`src/rtl/gates_mux.sv`:
```
// gates_mux: seven two-input logic functions of (a1, b1), each built purely
// from 2:1 mux cells, with registered results and a one-cycle valid strobe.

// Single 2:1 mux cell; the only primitive the datapath is allowed to use.
module gates_mux_mux2 (
  input  logic s,
  input  logic d0,
  input  logic d1,
  output logic y
);

  // Select d1 when s is high, otherwise d0.
  always_comb begin
    y = 1'b0;
    if (s) begin
      y = d1;
    end else begin
      y = d0;
    end
  end

endmodule

module gates_mux (
  input  logic clk,
  input  logic rst_n,
  input  logic en,
  input  logic a1,
  input  logic b1,
  output logic out1,
  output logic out2,
  output logic out3,
  output logic out4,
  output logic out5,
  output logic out6,
  output logic out7,
  output logic vld
);

  // Combinational mux network results.
  logic nb_s;
  logic not_s;
  logic or_s;
  logic and_s;
  logic nand_s;
  logic nor_s;
  logic xor_s;
  logic xnor_s;

  // Registered outputs.
  logic out1_r;
  logic out2_r;
  logic out3_r;
  logic out4_r;
  logic out5_r;
  logic out6_r;
  logic out7_r;
  logic vld_r;

  // Inverted b1, shared by NAND, NOR, XOR and XNOR (select is b1 here).
  gates_mux_mux2 u_nb (
    .s  (b1),
    .d0 (1'b1),
    .d1 (1'b0),
    .y  (nb_s)
  );

  // NOT a1.
  gates_mux_mux2 u_not (
    .s  (a1),
    .d0 (1'b1),
    .d1 (1'b0),
    .y  (not_s)
  );

  // a1 OR b1: a1 high forces 1, otherwise pass b1.
  gates_mux_mux2 u_or (
    .s  (a1),
    .d0 (b1),
    .d1 (1'b1),
    .y  (or_s)
  );

  // a1 AND b1: a1 low forces 0, otherwise pass b1.
  gates_mux_mux2 u_and (
    .s  (a1),
    .d0 (1'b0),
    .d1 (b1),
    .y  (and_s)
  );

  // a1 NAND b1: a1 low forces 1, otherwise pass inverted b1.
  gates_mux_mux2 u_nand (
    .s  (a1),
    .d0 (1'b1),
    .d1 (nb_s),
    .y  (nand_s)
  );

  // a1 NOR b1: a1 high forces 0, otherwise pass inverted b1.
  gates_mux_mux2 u_nor (
    .s  (a1),
    .d0 (nb_s),
    .d1 (1'b0),
    .y  (nor_s)
  );

  // a1 XOR b1: a1 chooses between b1 and its inverse.
  gates_mux_mux2 u_xor (
    .s  (a1),
    .d0 (b1),
    .d1 (nb_s),
    .y  (xor_s)
  );

  // a1 XNOR b1: mirror of XOR with the data inputs swapped.
  gates_mux_mux2 u_xnor (
    .s  (a1),
    .d0 (nb_s),
    .d1 (b1),
    .y  (xnor_s)
  );

  // Capture mux results when en is high; hold them otherwise; vld marks a fresh capture.
  always_ff @(posedge clk or negedge rst_n) begin
    if (!rst_n) begin
      out1_r <= 1'b0;
      out2_r <= 1'b0;
      out3_r <= 1'b0;
      out4_r <= 1'b0;
      out5_r <= 1'b0;
      out6_r <= 1'b0;
      out7_r <= 1'b0;
      vld_r  <= 1'b0;
    end else if (en) begin
      out1_r <= not_s;
      out2_r <= or_s;
      out3_r <= and_s;
      out4_r <= nand_s;
      out5_r <= nor_s;
      out6_r <= xor_s;
      out7_r <= xnor_s;
      vld_r  <= 1'b1;
    end else begin
      out1_r <= out1_r;
      out2_r <= out2_r;
      out3_r <= out3_r;
      out4_r <= out4_r;
      out5_r <= out5_r;
      out6_r <= out6_r;
      out7_r <= out7_r;
      vld_r  <= 1'b0;
    end
  end

  assign out1 = out1_r;
  assign out2 = out2_r;
  assign out3 = out3_r;
  assign out4 = out4_r;
  assign out5 = out5_r;
  assign out6 = out6_r;
  assign out7 = out7_r;
  assign vld  = vld_r;

endmodule

```
`config.mk`:
```
export PLATFORM = sky130hd
export DESIGN_NAME = gates_mux
export DESIGN_NICKNAME = d
export VERILOG_FILES = /design/src/rtl/gates_mux.sv
export SDC_FILE = /design/constraint.sdc
export NUM_CORES = 1
export LEC_CHECK = 0
export CAP_MARGIN = 20
export CORE_AREA = 2 2 39 41
export CTS_CLUSTER_DIAMETER = 80
export DETAILED_ROUTE_END_ITERATION = 10
export DIE_AREA = 0 0 41 43
export PLACE_DENSITY = 0.7
export SYNTH_ARGS = -nofsm -noshare
export SYNTH_HDL_FRONTEND = slang
export SYNTH_HIERARCHICAL = 1
export SYNTH_SLANG_ARGS = --single-unit
```
`constraint.sdc`:
```
create_clock -name clk -period 0.8 [get_ports clk]
set_input_delay 0.08 -clock clk [delete_from_list [all_inputs] [get_ports clk]]
set_output_delay 0.08 -clock clk [all_outputs]
set_load 0.02 [all_outputs]
```
==> reports/results.ini, run 1 <==
[status]
outcome = finished, violations left
violations = setup timing

[timing]
fmax_ghz = 1.11
hold_viol = 0
period_needed_ns = 0.900
rsz0062_at_grt = true
slew_viol_final = 0
setup_viol = 15
holdWs_ns = 0.0882
fin_skew_ns = 0
fin_crit_sh_pct = 113
fin_ws_ns = -0.100

[worst_setup_path]
crit_type = reg2reg
reg2reg_slack_ns = -0.10
start_kind = flip-flop
arrival_ns = 1.04
r2r_end = out3$_DFFE_PN0P_
cp_max_fo = 2
reg2reg_from = out3$_DFFE_PN0P_
crit_required_ns = 0.94
critPathCaptureType = flip-flop
reg2regPathDepth = 2

[finish]
drive_above_1_share_pct = 70.2
area_growth_pct = 63.7
antenna_cells = 0
nNetsFinal = 63
postLayoutCoreUtil_pct = 52.5

[power]
peakVddDrop_v = 0.000518
powerDensity_nw_per_um2 = 1770
leakage_nw = 0.376

[logic_synthesis]
yosys.area.top_type_share_pct = 50.7
synth_cells = 26
synth-async-reset-ratio_pct = 100
synth_largest_area_cell = mux2_4
syn-mean-instance-area_sq_um = 17.1
synth_common_cells = mux2_4, dfrtp_1, conb_1
synth_warnings = 6
yosysUniqueCellTypes = 4
synth_area_sq_um = 444
synth-main-ff-cell = dfrtp_1
synth_edf_count = 0
ys_seq_area_share_pct = 45.1
synth.area.top_cells = mux2_4, dfrtp_1, buf_6
yosysMostFrequentCell = mux2_4
synth-seq-cells = 8

[floorplan]
initial_core_util_pct = 32.1
rows = 14
fp.dieArea_sq_um = 1760
coreArea_sq_um = 1380
die_x_um = 41
die_h_um = 43
pin_count = 13

[route]
viasPerCell = 3.95
ant_nets = 0
drtIter0Drc = 1
wl_um = 669
drc = 0
vias = 288
drt-pass1-iter-count = 3
wl_per_cell_um = 9.16

[cts]
clk_pin_slew_ns = 0.05
clock_latency_ns = 0.25
numCtsBuffers = 3
cts_buffer_depth = 2
htreeDepth = 1
cts_sinks = 8
cts_tree = done
root_buffer = clkbuf_4
cts_setup_buffers = 0

[global_routing]
grt.total_usage_pct = 11.1
antenna_found_initial = 0
overflow = 0
grt_start_max_net_pins = 9
grt_pass1_wl_um = 1190
grt_pass1_vias = 295

[min_path]
hp-class = in2async

[job]
drv_cap = 0

[placement]
port_buffers = 12
gp_congestion = 0.640

-- timing repair --
item	4_1_cts	5_1_grt
gates resized for setup	52	7
hold buffers	0	0
endpoints found under the setup margin	15	15
-- cell type report --
cell class | instances | area (sq um)
Timing Repair Buffer | 22 | 221
Sequential cell | 8 | 204
Multi-Input combinational cell | 23 | 255
Tap cell | 16 | 20.0
Clock buffer | 4 | 26.3
Fill cell | 129 | 657
-- cells in the final DEF (no fill, tap or decap) --
cell,netlist,layout
mux2_4,15,15
buf_6,1,14
conb_1,2,8
dfrtp_1,8,5
buf_4,0,4
clkbuf_4,0,3
dfrtp_2,0,3
clkdlybuf4s50_1,0,2
clkbuf_1,0,1
buf_2,0,1
dlygate4sd2_1,0,1
-- stage by stage --
| stage | cells | area [sq um] | TNS (ns) | setup slack [ns] | power [mW] |
|---|---|---|---|---|---|
| 6_report | 73 | 727 | -1.17 | -0.100 | 1.28 |
| 5_1_grt | 73 | 727 | -1.53 | -0.122 | 1.36 |
| 3_3_place_gp | 69 | 674 | -6.14 | -0.735 | 0.919 |
| 2_1_floorplan | 32 | 470 | -0.846 | -0.200 | 0.703 |
| 4_1_cts | 73 | 703 | -1.30 | -0.105 | 1.28 |
| 3_5_place_dp | 69 | 674 | -6.30 | -0.747 | 0.928 |
-- worst max-delay path, cell delays in order (launching register included) --
cell	delay, ns
dfrtp_2	0.41
buf_6	0.11
mux2_4	0.26
-- metal layers --
metal  part of all wire (%)  GRT usage (%)
met1                     37           11.6
met4                    4.6           14.0
met5                      0              0
met3                    5.8           1.57
met2                     52           15.9
-- kinds of logic after synthesis --
kind of cell	after synthesis	share of synthesized area [%]
other	2	1.69
flip-flops	8	45.1
buffers and inverters	1	2.54
multiplexers	15	50.7
-- power by group --
group / switching (mW) / internal [mW]
registers: 0.0425 / 0.459
logic: 0.152 / 0.306
clock network: 0.134 / 0.191
-- worst max-delay path by stage --
stage,start,to,slack [ns],depth (start not counted)
global route,out3$_DFFE_PN0P_,out3$_DFFE_PN0P_,-0.12,2
floorplan,b1,out5$_DFFE_PN0P_,-0.20,3
detailed placement,b1,out7$_DFFE_PN0P_,-0.75,4
CTS,out3$_DFFE_PN0P_,out3,-0.11,1
global placement,b1,out5$_DFFE_PN0P_,-0.73,4
finish,out3$_DFFE_PN0P_,out3$_DFFE_PN0P_,-0.10,2
-- registers in the layout, summed over array words and instances, names as in the netlist --
| name | count |
|---|---|
| out1 | 1 |
| out2 | 1 |
| out3 | 1 |
| out4 | 1 |
| out5 | 1 |
| out6 | 1 |
| out7 | 1 |
| vld | 1 |
Note: power is estimated with default switching activity, not from simulation.
==> inputs of run 2 (changes only) <==
--- a/config.mk
+++ b/config.mk
@@ -10,7 +10,7 @@
 export CTS_CLUSTER_DIAMETER = 80
 export DETAILED_ROUTE_END_ITERATION = 10
 export DIE_AREA = 0 0 41 43
-export PLACE_DENSITY = 0.7
+export PLACE_DENSITY = 0.71
 export SYNTH_ARGS = -nofsm -noshare
 export SYNTH_HDL_FRONTEND = slang
 export SYNTH_HIERARCHICAL = 1
==> run 2 against run 1 <==
Largest power group unchanged; power rose by 1.0%; cell count did not move; sequential cell count did not move; the flow still finishes with violations (setup timing); sequential power barely moved; core utilization rose by 0.27 points.
==> reports/results.ini, run 2 (same netlist as run 1, synthesis figures left out) <==
[status]
outcome = finished, violations left
violations = setup timing

[floorplan]
die_h_um = 43  ; unchanged
rows = 14  ; unchanged
coreArea_sq_um = 1380  ; unchanged
pin_count = 13  ; unchanged
initial_core_util_pct = 32.1  ; unchanged
die_x_um = 41  ; unchanged
fp.dieArea_sq_um = 1760  ; unchanged

[timing]
setup_viol = 15  ; unchanged
fin_tns_setup_ns = -1.23  ; -0.0592 ns
period_needed_ns = 0.904  ; +0.00353 ns
rsz0062_at_grt = true
hold_viol = 0  ; unchanged
fmax_ghz = 1.11  ; -0.39%
fin_crit_sh_pct = 113  ; +0.44 points
fin_ws_ns = -0.104  ; -0.00353 ns
slew_viol_final = 0  ; unchanged
fin_skew_ns = 0  ; unchanged

[finish]
final_cell_mix = mux2_4, buf_6, conb_1
nNetsFinal = 63  ; unchanged
antenna_cells = 0  ; unchanged
postLayoutCoreUtil_pct = 52.8  ; +0.27 points
fill_cells = 128  ; -0.78%
drive_above_1_share_pct = 70.2  ; unchanged
fin_area_sq_um = 731  ; +0.52%
area_growth_pct = 64.5

[power]
peakVddDrop_v = 0.000701  ; +35%
leakage_nw = 0.377  ; +0.33%
power_mw = 1.30  ; +1.0%
powerDensity_nw_per_um2 = 1770  ; +0.49%

[route]
drc = 0  ; unchanged
wl_um = 707  ; +5.7%
drt-pass1-iter-count = 2  ; -1
ant_nets = 0  ; unchanged
drtIter0Drc = 2  ; +1
vias = 280  ; -2.8%
viasPerCell = 3.84  ; -2.8%
wl_per_cell_um = 9.68  ; +5.7%

[worst_setup_path]
arrival_ns = 1.04  ; about the same
r2r_end = out5$_DFFE_PN0P_
crit_required_ns = 0.93  ; about the same
reg2reg_slack_ns = -0.10  ; about the same
reg2reg_from = out5$_DFFE_PN0P_
critPathCaptureType = flip-flop
reg2regPathDepth = 2  ; unchanged
crit_type = reg2reg
start_kind = flip-flop
cp_max_fo = 2  ; unchanged
critPathLaunch = out5$_DFFE_PN0P_

[job]
drv_cap = 0  ; unchanged

[placement]
place_area_sq_um = 674  ; unchanged
port_buffers = 12  ; unchanged
gp_congestion = 0.565  ; -12%

[global_routing]
grt_pass1_vias = 273  ; -7.5%
antenna_found_initial = 0  ; unchanged
grt_start_max_net_pins = 9  ; unchanged
grt.total_usage_pct = 10.3  ; -0.81 points
grt_pass1_wl_um = 1110  ; -7.0%
overflow = 0  ; unchanged

[cts]
clk_pin_slew_ns = 0.06  ; about the same
cts_buffer_depth = 2  ; unchanged
cts_setup_buffers = 0  ; unchanged
cts_tree = done
clock_latency_ns = 0.26  ; about the same
numCtsBuffers = 3  ; unchanged
htreeDepth = 1  ; unchanged
cts_sinks = 8  ; unchanged
root_buffer = clkbuf_4

[min_path]
hp-class = in2async

-- run 2: power breakdown --
group	leakage, nW	switching (mW)	total [mW]	internal (mW)
combinational	0.271	0.154	0.464	0.310
clock	0.0150	0.139	0.330	0.191
sequential	0.0905	0.0442	0.503	0.459
-- run 2: timing repair --
action                                  CTS  global route
gates resized for setup                  50            10
hold buffers                              0             0
cloned                                    0             0
endpoints found under the setup margin   15            15
-- run 2: worst max path at each step --
stage | slack, ns | cells past startpoint | end
finish | -0.10 | 2 | out5$_DFFE_PN0P_
detailed placement | -0.75 | 4 | out7$_DFFE_PN0P_
global placement | -0.73 | 4 | out5$_DFFE_PN0P_
global route | -0.12 | 2 | out3$_DFFE_PN0P_
floorplan | -0.20 | 3 | out5$_DFFE_PN0P_
CTS | -0.11 | 2 | out3$_DFFE_PN0P_
-- run 2: per-layer routing --
| metal | GRT usage [%] | vias to the layer above | wire (um) |
|---|---|---|---|
| met5 | 0 | - | 0 |
| met4 | 10.0 | 0 | 29 |
| met3 | 1.57 | 2 | 42 |
| met2 | 16.3 | 11 | 365 |
| met1 | 10.6 | 124 | 270 |
| li1 | - | 143 | - |
-- run 2: final cells by class --
| class | count | area (sq um) | share of cell area, % |
|---|---|---|---|
| Clock buffer | 4 | 26.3 | 3.60 |
| Multi-Input combinational cell | 23 | 255 | 34.9 |
| Sequential cell | 8 | 204 | 27.9 |
| Tap cell | 16 | 20.0 | 2.74 |
| Timing Repair Buffer | 22 | 225 | 30.8 |
-- run 2: worst max-delay path: stages (launching register included) --
cell and delay [ns]:
dfrtp_1 0.39, buf_4 0.14, mux2_4 0.26
-- run 2: metrics by stage --
stage                     setup WS [ns]  hold WS [ns]  std cells
after global routing             -0.123         0.106         73
final                            -0.104        0.0854         73
after detailed placement         -0.753         0.370         69
after floorplan                  -0.200        -0.216         32
after global placement           -0.733         0.366         69
after CTS                        -0.107        0.0896         73
==> inputs of run 3 (changes only) <==
--- a/config.mk
+++ b/config.mk
@@ -8,9 +8,11 @@
 export CAP_MARGIN = 20
 export CORE_AREA = 2 2 39 41
 export CTS_CLUSTER_DIAMETER = 80
+export CTS_CLUSTER_SIZE = 30
 export DETAILED_ROUTE_END_ITERATION = 10
 export DIE_AREA = 0 0 41 43
 export PLACE_DENSITY = 0.71
+export REMOVE_ABC_BUFFERS = 1
 export SYNTH_ARGS = -nofsm -noshare
 export SYNTH_HDL_FRONTEND = slang
 export SYNTH_HIERARCHICAL = 1
==> run 3 against run 2 <==
The run still ends with setup timing left; register-to-register slack barely moved; sequential power decreased by 3%; combinational power shrank 9.1%; power down 6.7%; first-iteration DRC count shrank 50%; critical path depth did not move; clock skew is the same; worst hold slack improved by 0.0096 ns.
==> reports/results.ini, run 3 (same netlist as run 1, synthesis figures left out) <==
[power]
clock_power_share_pct = 24.7  ; -0.7 points
leakage_nw = 0.371  ; -1.5%
peakVddDrop_v = 0.000442  ; -37%
power_frac_comb_pct = 34.9  ; -0.9 points
powerDensity_nw_per_um2 = 1740  ; -1.8%
power_frac_seq_pct = 40.4  ; +1.6 points
swShare_pct = 26.2  ; +0.17 points
internal_power_mw = 0.893  ; -6.9%
p_sw_mw = 0.317  ; -6.1%

[finish]
fin_area_sq_um = 694  ; -5.0%
final_cell_mix = mux2_4, dfrtp_1, conb_1
postLayoutCoreUtil_pct = 50.2  ; -2.6 points
nNetsFinal = 63  ; unchanged
final_cells = 72  ; -1.4%
drive_above_1_share_pct = 66.1  ; -4.1 points
antenna_cells = 0  ; unchanged
fill_cells = 133  ; +3.9%
area_growth_pct = 56.3
final_common_cell = mux2_4

[worst_setup_path]
crit_required_ns = 0.93  ; about the same
crit_type = reg2reg
start_kind = flip-flop
critPathCaptureType = flip-flop
cp_max_fo = 2  ; unchanged
arrival_ns = 1.03  ; about the same

[route]
wl_per_cell_um = 9.78  ; +0.96%
drtIter0Drc = 1  ; -1
drc = 0  ; unchanged
wl_um = 704  ; -0.42%
vias = 286  ; +2.1%
drt-pass1-iter-count = 2  ; unchanged
viasPerCell = 3.97  ; +3.6%
ant_nets = 0  ; unchanged

[floorplan]
die_x_um = 41  ; unchanged
coreArea_sq_um = 1380  ; unchanged
pin_count = 13  ; unchanged
die_h_um = 43  ; unchanged
rows = 14  ; unchanged
fp.dieArea_sq_um = 1760  ; unchanged
initial_core_util_pct = 32.1  ; unchanged

[global_routing]
antenna_found_initial = 0  ; unchanged
grt_start_max_net_pins = 9  ; unchanged
grt.total_usage_pct = 9.16  ; -1.2 points
overflow = 0  ; unchanged
grt_pass1_vias = 293  ; +7.3%
grt_pass1_wl_um = 1070  ; -3.7%

[cts]
clock_latency_ns = 0.25  ; about the same
clk_pin_slew_ns = 0.05  ; about the same
numCtsBuffers = 3  ; unchanged
root_buffer = clkbuf_4
htreeDepth = 1  ; unchanged
cts_buffer_depth = 2  ; unchanged
cts_tree = done
cts_sinks = 8  ; unchanged

[timing]
setup_viol = 15  ; unchanged
fin_tns_setup_ns = -1.05  ; +0.177 ns
hold_viol = 0  ; unchanged
period_needed_ns = 0.890  ; -0.0133 ns
fin_skew_ns = 0  ; unchanged
fin_crit_sh_pct = 111  ; -1.7 points
rsz0062_at_grt = true
slew_viol_final = 0  ; unchanged
fmax_ghz = 1.12  ; +1.5%
fin_ws_ns = -0.0902  ; +0.0133 ns

[min_path]
hp-class = in2async

[status]
violations = setup timing
outcome = finished, violations left

[job]
drv_cap = 0  ; unchanged

[placement]
gp_congestion = 0.614  ; +8.6%
place_inst = 69  ; unchanged
port_buffers = 12  ; unchanged
dp_slack_ns = -0.755  ; -0.00250 ns
place_area_sq_um = 683  ; +1.3%

==> run 3: cell count changes in the layout (fill, tap and decap cells not counted) <==
cell / previous run / this run
dlygate4sd2_1: 1 / 2
buf_2: 1 / 5
buf_4: 3 / 6
buf_6: 15 / 7
dfrtp_1: 5 / 8
clkbuf_1: 1 / 0
clkdlybuf4s50_1: 2 / 1
buf_12: 0 / 1
dfrtp_2: 3 / 0
==> run 3: path summary, 6_finish.rpt <==
check	from	endpoint	slack [ns]	cells after the start
min in group clk	en	vld$_DFF_PN0_	0.26	2
hold / removal	rst_n	out5$_DFFE_PN0P_	0.09	1
hold reg to reg	out6$_DFFE_PN0P_	out6$_DFFE_PN0P_	0.61	2
max in group asynchronous	rst_n	out3$_DFFE_PN0P_	0.46	1
setup / recovery	out7$_DFFE_PN0P_	out7$_DFFE_PN0P_	-0.09	2
setup reg to reg	out7$_DFFE_PN0P_	out7$_DFFE_PN0P_	-0.09	2
==> run 3: metrics by stage <==
| step | total power, mW | hold slack (ns) |
|---|---|---|
| after global placement | 0.922 | 0.368 |
| final | 1.21 | 0.0950 |
| after floorplan | 0.687 | -0.216 |
| after detailed placement | 0.934 | 0.372 |
| after global routing | 1.27 | 0.124 |
| after CTS | 1.22 | 0.102 |
==> run 3: power groups by stage <==
stage | combinational, mW | sequential (mW) | clock, mW
after floorplan | 0.138 | 0.549 | 0
after global placement | 0.438 | 0.485 | 0
after detailed placement | 0.446 | 0.489 | 0
after CTS | 0.417 | 0.486 | 0.312
after global routing | 0.451 | 0.495 | 0.319
final | 0.422 | 0.488 | 0.299
==> run 3: cell type report <==
cell class                      instances  area, sq um  area share (%)
Sequential cell                         8          200            28.8
Timing Repair Buffer                   22          196            28.3
Tap cell                               16         20.0            2.88
Clock buffer                            3         22.5            3.24
Multi-Input combinational cell         23          255            36.8
==> run 3: per-layer routing <==
metal  routed length, um  GRT usage (%)  up-vias
met5                   0              0        -
met4                   0           8.00        0
met3                  63           1.57        0
met2                 393           17.2       10
met1                 247           6.82      132
li1                    -              -      144
==> run 3: repair_timing <==
| item | 4_1_cts | 5_1_grt |
|---|---|---|
| buffers inserted | 0 | 0 |
| hold buffers | 0 | 0 |
| gates resized for setup | 46 | 3 |
| endpoints found under the setup margin | 15 | 15 |
==> run 3: critical path, stage by stage (launching register included) <==
cell and delay (ns):
dfrtp_1 0.39, buf_4 0.13, mux2_4 0.26
